`src/rtl/tx_burst_sequencer_if.sv`:
```
// Trigger/config and pulser/receive-gate signals of tx_burst_sequencer.
// The master side drives the trigger and burst configuration; the slave side is the sequencer.
interface tx_burst_sequencer_if #(
    parameter int unsigned CNT_W = 16
);
    logic             trig_in;
    logic [7:0]       n_pulses;
    logic [CNT_W-1:0] half_period;
    logic [CNT_W-1:0] rx_delay;
    logic [CNT_W-1:0] rx_window;
    logic             tx_p;
    logic             tx_n;
    logic             rx_gate;
    logic             busy;
    logic             done;
    logic [15:0]      burst_cnt;

    modport master (
        output trig_in, n_pulses, half_period, rx_delay, rx_window,
        input  tx_p, tx_n, rx_gate, busy, done, burst_cnt
    );

    modport slave (
        input  trig_in, n_pulses, half_period, rx_delay, rx_window,
        output tx_p, tx_n, rx_gate, busy, done, burst_cnt
    );
endinterface

```
`src/rtl/tx_burst_sequencer.sv`:
```
// One bipolar ultrasound burst plus delayed receive gate per debounced trigger press.
// Define TX_DEADTIME_EN to insert DEADTIME idle cycles between polarity phases.
module tx_burst_sequencer #(
    parameter int unsigned CNT_W    = 16,
    parameter int unsigned DEADTIME = 2
) (
    input  logic                 clk,
    input  logic                 rst_n,
    tx_burst_sequencer_if.slave  bus
);

    localparam logic [CNT_W-1:0] CNT_ONE  = CNT_W'(1);
    localparam logic [CNT_W-1:0] CNT_ZERO = '0;

    typedef enum logic [2:0] {
        IDLE,
        TX_P,
        TX_N,
        DEAD,
        RX_WAIT,
        RX_GATE,
        HOLD
    } state_t;

    state_t           state_q, state_d;
    logic             trig_q;
    logic             start;
    logic [CNT_W-1:0] cnt_q, cnt_d;
    logic [7:0]       pulse_q, pulse_d;
    logic [CNT_W-1:0] hp_q, hp_d;
    logic [CNT_W-1:0] dly_q, dly_d;
    logic [CNT_W-1:0] win_q, win_d;
    logic             dead_to_n_q, dead_to_n_d;
    logic             go_rx;
    logic             go_gate;
    logic             done_d;

    logic             tx_p_q;
    logic             tx_n_q;
    logic             rx_gate_q;
    logic             busy_q;
    logic             done_q;
    logic [15:0]      burst_q;

    // trig_q resets high so a trigger held through reset release never fires
    assign start = bus.trig_in & ~trig_q & (state_q == IDLE);

    always_ff @(posedge clk or negedge rst_n) begin
        if (!rst_n) begin
            state_q <= IDLE;
        end else begin
            state_q <= state_d;
        end
    end

    always_comb begin
        state_d     = state_q;
        cnt_d       = cnt_q;
        pulse_d     = pulse_q;
        hp_d        = hp_q;
        dly_d       = dly_q;
        win_d       = win_q;
        dead_to_n_d = dead_to_n_q;
        go_rx       = 1'b0;
        go_gate     = 1'b0;

        case (state_q)
            IDLE: begin
                if (start) begin
                    hp_d    = (bus.half_period == CNT_ZERO) ? CNT_ONE : bus.half_period;
                    dly_d   = bus.rx_delay;
                    win_d   = bus.rx_window;
                    pulse_d = bus.n_pulses;
                    if (bus.n_pulses == 8'd0) begin
                        go_rx = 1'b1;
                    end else begin
                        state_d = TX_P;
                        cnt_d   = hp_d - CNT_ONE;
                    end
                end
            end
            TX_P: begin
                if (cnt_q == CNT_ZERO) begin
`ifdef TX_DEADTIME_EN
                    state_d     = DEAD;
                    cnt_d       = CNT_W'(DEADTIME - 1);
                    dead_to_n_d = 1'b1;
`else
                    state_d     = TX_N;
                    cnt_d       = hp_q - CNT_ONE;
`endif
                end else begin
                    cnt_d = cnt_q - CNT_ONE;
                end
            end
            TX_N: begin
                if (cnt_q == CNT_ZERO) begin
                    pulse_d = pulse_q - 8'd1;
                    if (pulse_q == 8'd1) begin
                        go_rx = 1'b1;
                    end else begin
`ifdef TX_DEADTIME_EN
                        state_d     = DEAD;
                        cnt_d       = CNT_W'(DEADTIME - 1);
                        dead_to_n_d = 1'b0;
`else
                        state_d     = TX_P;
                        cnt_d       = hp_q - CNT_ONE;
`endif
                    end
                end else begin
                    cnt_d = cnt_q - CNT_ONE;
                end
            end
            DEAD: begin
                if (cnt_q == CNT_ZERO) begin
                    state_d = dead_to_n_q ? TX_N : TX_P;
                    cnt_d   = hp_q - CNT_ONE;
                end else begin
                    cnt_d = cnt_q - CNT_ONE;
                end
            end
            RX_WAIT: begin
                if (cnt_q == CNT_ZERO) begin
                    go_gate = 1'b1;
                end else begin
                    cnt_d = cnt_q - CNT_ONE;
                end
            end
            RX_GATE: begin
                if (cnt_q == CNT_ZERO) begin
                    state_d = HOLD;
                end else begin
                    cnt_d = cnt_q - CNT_ONE;
                end
            end
            HOLD: begin
                if (!bus.trig_in) begin
                    state_d = IDLE;
                end
            end
            default: state_d = IDLE;
        endcase

        // Zero-length delay or window collapses straight into the following phase
        if (go_rx) begin
            if (dly_d != CNT_ZERO) begin
                state_d = RX_WAIT;
                cnt_d   = dly_d - CNT_ONE;
            end else begin
                go_gate = 1'b1;
            end
        end
        if (go_gate) begin
            if (win_d != CNT_ZERO) begin
                state_d = RX_GATE;
                cnt_d   = win_d - CNT_ONE;
            end else begin
                state_d = HOLD;
            end
        end
    end

    assign done_d = (state_d == HOLD) && (state_q != HOLD);

    // Outputs are registered from the next state so they align with the state they describe
    always_ff @(posedge clk or negedge rst_n) begin
        if (!rst_n) begin
            trig_q      <= 1'b1;
            cnt_q       <= '0;
            pulse_q     <= '0;
            hp_q        <= '0;
            dly_q       <= '0;
            win_q       <= '0;
            dead_to_n_q <= 1'b0;
            tx_p_q      <= 1'b0;
            tx_n_q      <= 1'b0;
            rx_gate_q   <= 1'b0;
            busy_q      <= 1'b0;
            done_q      <= 1'b0;
            burst_q     <= '0;
        end else begin
            trig_q      <= bus.trig_in;
            cnt_q       <= cnt_d;
            pulse_q     <= pulse_d;
            hp_q        <= hp_d;
            dly_q       <= dly_d;
            win_q       <= win_d;
            dead_to_n_q <= dead_to_n_d;
            tx_p_q      <= (state_d == TX_P);
            tx_n_q      <= (state_d == TX_N);
            rx_gate_q   <= (state_d == RX_GATE);
            busy_q      <= (state_d != IDLE);
            done_q      <= done_d;
            if (done_d) begin
                burst_q <= burst_q + 16'd1;
            end
        end
    end

    assign bus.tx_p      = tx_p_q;
    assign bus.tx_n      = tx_n_q;
    assign bus.rx_gate   = rx_gate_q;
    assign bus.busy      = busy_q;
    assign bus.done      = done_q;
    assign bus.burst_cnt = burst_q;

endmodule

```
`src/flat_wrapper.sv`:
```
// flat-port wrapper written by rule: the top's interface ports become plain ports
module tx_burst_sequencer_flat 
#(
    parameter int unsigned CNT_W    = 16,
    parameter int unsigned DEADTIME = 2
)
  (clk, rst_n, bus_trig_in, bus_n_pulses, bus_half_period, bus_rx_delay, bus_rx_window, bus_tx_p, bus_tx_n, bus_rx_gate, bus_busy, bus_done, bus_burst_cnt);
  tx_burst_sequencer_if #(.CNT_W(CNT_W)) bus_i ();
  input  logic clk;
  input  logic rst_n;
  input wire logic [$bits(bus_i.trig_in)-1:0] bus_trig_in;
  input wire logic [$bits(bus_i.n_pulses)-1:0] bus_n_pulses;
  input wire logic [$bits(bus_i.half_period)-1:0] bus_half_period;
  input wire logic [$bits(bus_i.rx_delay)-1:0] bus_rx_delay;
  input wire logic [$bits(bus_i.rx_window)-1:0] bus_rx_window;
  output wire logic [$bits(bus_i.tx_p)-1:0] bus_tx_p;
  output wire logic [$bits(bus_i.tx_n)-1:0] bus_tx_n;
  output wire logic [$bits(bus_i.rx_gate)-1:0] bus_rx_gate;
  output wire logic [$bits(bus_i.busy)-1:0] bus_busy;
  output wire logic [$bits(bus_i.done)-1:0] bus_done;
  output wire logic [$bits(bus_i.burst_cnt)-1:0] bus_burst_cnt;
  assign bus_i.trig_in = bus_trig_in;
  assign bus_i.n_pulses = bus_n_pulses;
  assign bus_i.half_period = bus_half_period;
  assign bus_i.rx_delay = bus_rx_delay;
  assign bus_i.rx_window = bus_rx_window;
  assign bus_tx_p = bus_i.tx_p;
  assign bus_tx_n = bus_i.tx_n;
  assign bus_rx_gate = bus_i.rx_gate;
  assign bus_busy = bus_i.busy;
  assign bus_done = bus_i.done;
  assign bus_burst_cnt = bus_i.burst_cnt;
  tx_burst_sequencer #(.CNT_W(CNT_W), .DEADTIME(DEADTIME)) u_core (.clk(clk), .rst_n(rst_n), .bus(bus_i));
endmodule
```
`config.mk`:
```
export PLATFORM = sky130hd
export DESIGN_NAME = tx_burst_sequencer_flat
export DESIGN_NICKNAME = d
export VERILOG_FILES = /design/src/rtl/tx_burst_sequencer_if.sv /design/src/rtl/tx_burst_sequencer.sv /design/src/flat_wrapper.sv
export SDC_FILE = /design/constraint.sdc
export NUM_CORES = 1
export LEC_CHECK = 0
export CORE_MARGIN = 5
export CORE_UTILIZATION = 40
export CTS_CLUSTER_SIZE = 12
export DETAILED_ROUTE_END_ITERATION = 6
export GPL_TIMING_DRIVEN = 0
export HOLD_SLACK_MARGIN = 0.05
export PLACE_DENSITY = 0.67
export SETUP_SLACK_MARGIN = 0.2
export SLEW_MARGIN = 0
export SYNTH_ARGS = -nofsm -noshare
export SYNTH_HDL_FRONTEND = slang
export SYNTH_SLANG_ARGS = --single-unit
```
`constraint.sdc`:
```
create_clock -name clk -period 6.35 [get_ports clk]
set_input_delay 0.9525 -clock clk [delete_from_list [all_inputs] [get_ports clk]]
set_output_delay 0.9525 -clock clk [all_outputs]
set_load 0.02 [all_outputs]
```
==> flow_metrics.env <==
export IMPL_outcome="complete, no violations"
export IMPL_die_area_um2=19900
export IMPL_portBuffers=78
export IMPL_drive_above_1_share_pct=8.04
export IMPL_syn_avg_cell_area_um2=8.32
export IMPL_numCtsBuffers=9
export IMPL_finalPower_mw=2.00
export IMPL_timing_final_max_slew_violations=0
export IMPL_clkTransAtPathRegs_ns=0.07
export IMPL_synthMuxAreaShare_pct=4.56
export IMPL_grt_pass1_wl_um=36500
export IMPL_grt_antenna_before_repair=0
export IMPL_holdCritStartpoint="u_core.bus.burst_cnt[15]"
export IMPL_drtIter0Drc=636
export IMPL_num_rows=47
export IMPL_powerDensity_nw_per_um2=242
export IMPL_synth_edf_count=0
export IMPL_synth_nets=891
export IMPL_dieHeight_um=141
export IMPL_synthAdderAreaFrac_pct=1.46
export IMPL_ys_seq_area_share_pct=35.4
export IMPL_synth_simple_gate_area_share_pct=28.7
export IMPL_clock_skew_ns=0.00919
export IMPL_rsz0062_at_grt="no"
export IMPL_cp_top_family="simple AND/OR/NAND/NOR gates"
export IMPL_layout_commonest_cell="nand2_1"
export IMPL_synth_async_reset_ratio_pct=100
export IMPL_fmax_mhz=172
export IMPL_nets=982
export IMPL_clk_latency_ns=0.36
export IMPL_wl_per_cell_um=20.0
export IMPL_coreArea_um2=16700
export IMPL_yosysUniqueCellTypes=77
export IMPL_ant_nets=0
export IMPL_crit_start="bus_trig_in"
export IMPL_worstPathArrival_ns=6.09
export IMPL_grt_overflow=0
export IMPL_first_global_vias=6532
export IMPL_die_w_um=141
export IMPL_viasPerCell=5.95
export IMPL_cts_max_path_buffers=2
export IMPL_ios=80
export IMPL_worstSetupPathType="in -> reg"
export IMPL_synth_top_family_by_area="simple AND/OR/NAND/NOR gates"
export IMPL_cts_root_buf="clkbuf_16"
export IMPL_htree_levels=3
export IMPL_report_final_hold_viol_count=0
export IMPL_cp_end_kind="flop"
export IMPL_r2r_start="u_core.trig_q"
export IMPL_place_congestion=0.956
export IMPL_min_path_type="reg -> reg"
export IMPL_syn_to_final_growth_pct=20.5
export IMPL_path_cells="clkdlybuf4s50_1 -> nor4b_4 -> nand2_1 -> clkbuf_2 -> buf_2 -> clkbuf_2 -> buf_2 -> mux2i_1 -> ha_1 -> or4b_1 -> nand2b_1 -> mux2_2 -> nor4_1 -> a311oi_4 -> nor4_1 -> xor2_1"
export IMPL_layout_common_cells="145 x nand2_1, 96 x dfrtp_1, 77 x clkdlybuf4s50_1"
export IMPL_fillers=1690
export IMPL_maxCapViolCount=0
export IMPL_worstPathRequired_ns=6.63
export IMPL_hpwl_um=17200
export IMPL_grt_usage_pct=23.1
export IMPL_synth_cells=824
export IMPL_cts_tree="built"
export IMPL_drt_pass1_iter_count=5
export IMPL_critPathMaxStageDelay_ns=0.49
export IMPL_setup_viol=0
export IMPL_period_needed_ns=5.81
export IMPL_via_count=6786
export IMPL_synth_xor_area_share_pct=7.92
export IMPL_period_share_pct=91.5
export IMPL_hold_buffers=0
export IMPL_final_util_pct=49.5
export IMPL_start_util_pct=41.0
export IMPL_ys_flop_type="dfrtp_1"
export IMPL_cp_slowest_cell="clkdlybuf4s50_1"
export IMPL_leakagePower_nw=3.55
export IMPL_crit_fanout=10
export IMPL_antenna_cells=0
export IMPL_startpoint_type="input port"
export IMPL_ys_seq_elements=97
export IMPL_synth_compound_area_share_pct=17.9
export IMPL_cp_num_buf_inv=5
export IMPL_syn_area_um2=6850
export IMPL_slew_headroom_pct=40.1
export IMPL_drc=0
export IMPL_worst_pin_slew_ns=0.889
export IMPL_routed_wl_um=22800
export IMPL_grt_max_degree=58
export IMPL_clkSinkCount=97
export IMPL_ir_drop_uv=123
export IMPL_ys_warn_count=0
## sequential cells by signal (all words and copies together) (netlist names), 3 cells and up
signal,flops
u_core.state_q,3
u_core.dly_q,16
u_core.win_q,16
u_core.pulse_q,8
u_core.hp_q,16
u_core.bus.burst_cnt,16
u_core.cnt_q,16
## path summary, 6_finish.rpt
path                                            end  slack [ns]  depth (start not counted)
max                        u_core.bus.burst_cnt[15]        0.54                         16
min                        u_core.bus.burst_cnt[15]        0.47                          1
max reg2reg                u_core.bus.burst_cnt[15]        0.72                         16
min in group asynchronous  u_core.bus.burst_cnt[10]        0.57                          1
min reg2reg                u_core.bus.burst_cnt[15]        0.47                          1
max in group asynchronous            u_core.hp_q[1]        5.10                          2
## cell type report
class | instances | area, µm² | area share [%]
sequential | 97 | 2430 | 29.4
clock inverter | 6 | 73.8 | 0.894
multi-input combinational | 660 | 4160 | 50.3
timing repair buffer | 80 | 813 | 9.85
inverter | 23 | 86.3 | 1.05
buffer | 44 | 198 | 2.39
clock buffer | 10 | 229 | 2.77
tap | 220 | 275 | 3.33
## what timing repair did
| item | in CTS | in global routing |
|---|---|---|
| gates resized for setup | 3 | 7 |
| endpoints found under the setup margin | 39 | 31 |
| gates cloned | 0 | 0 |
| buffers inserted | 1 | 0 |
## stage by stage
step | hold WS, ns | setup TNS, ns | cell area [µm²] | std cells | setup slack, ns
after CTS | 0.470 | 0 | 8250 | 1140 | 0.240
after global routing | 0.499 | 0 | 8260 | 1140 | 0.238
after global placement | 0.456 | -22.72 | 7910 | 1122 | -0.807
final | 0.467 | 0 | 8260 | 1140 | 0.543
after floorplan | 0.460 | 0 | 6850 | 824 | 1.16
after detailed placement | 0.458 | -23.05 | 7930 | 1123 | -0.819
## synth_stat cells, types with 5 or more instances
cell	n	area share [%]
a211oi_1	12	1.3
a21o_1	5	0.55
a21oi_1	33	2.4
a22oi_1	8	0.88
a31oi_1	6	0.55
and3_1	7	0.64
buf_1	6	0.33
buf_2	8	0.58
clkbuf_1	28	1.5
dfrtp_1	96	35
ha_1	8	1.5
inv_1	22	1.2
mux2_2	9	1.5
mux2i_1	20	2.9
nand2_1	145	7.9
nand2b_1	5	0.46
nand3_1	19	1.4
nand4_1	12	1.1
nor2_1	52	2.8
nor3_1	37	2.7
nor3_2	8	1.2
nor3b_1	6	0.66
nor4_1	25	2.3
o211ai_1	10	1.1
o21ai_0	49	3.6
o22ai_1	6	0.55
o41ai_1	8	1.0
or3_1	16	1.5
or4_1	18	2.0
xnor2_1	29	3.7
xor2_1	33	4.2
## logic make-up after synthesis
group,after synthesis
and+or+nand+nor,379
AOI/OAI and AO/OA,181
DFF,97
buffers and inverters,67
xor gates and xnor gates,62
muxes,30
adders and majority gates,8
## where the power goes
part	internal (mW)	total (mW)	switching (mW)	leakage, nW
registers	0.690	0.797	0.107	1.26
logic	0.271	0.630	0.359	2.15
clock network	0.312	0.573	0.262	0.142
total	1.27	2.00	0.728	3.55
## per-layer routing
layer,routed length (µm),track usage (%),vias to the layer above
met4,597,6.94,0
li1,-,-,3212
met1,10200,32.3,3251
met2,10200,35.9,286
met5,0,0,-
met3,1720,5.05,37
No activity file was read; power rests on OpenSTA's default activity.
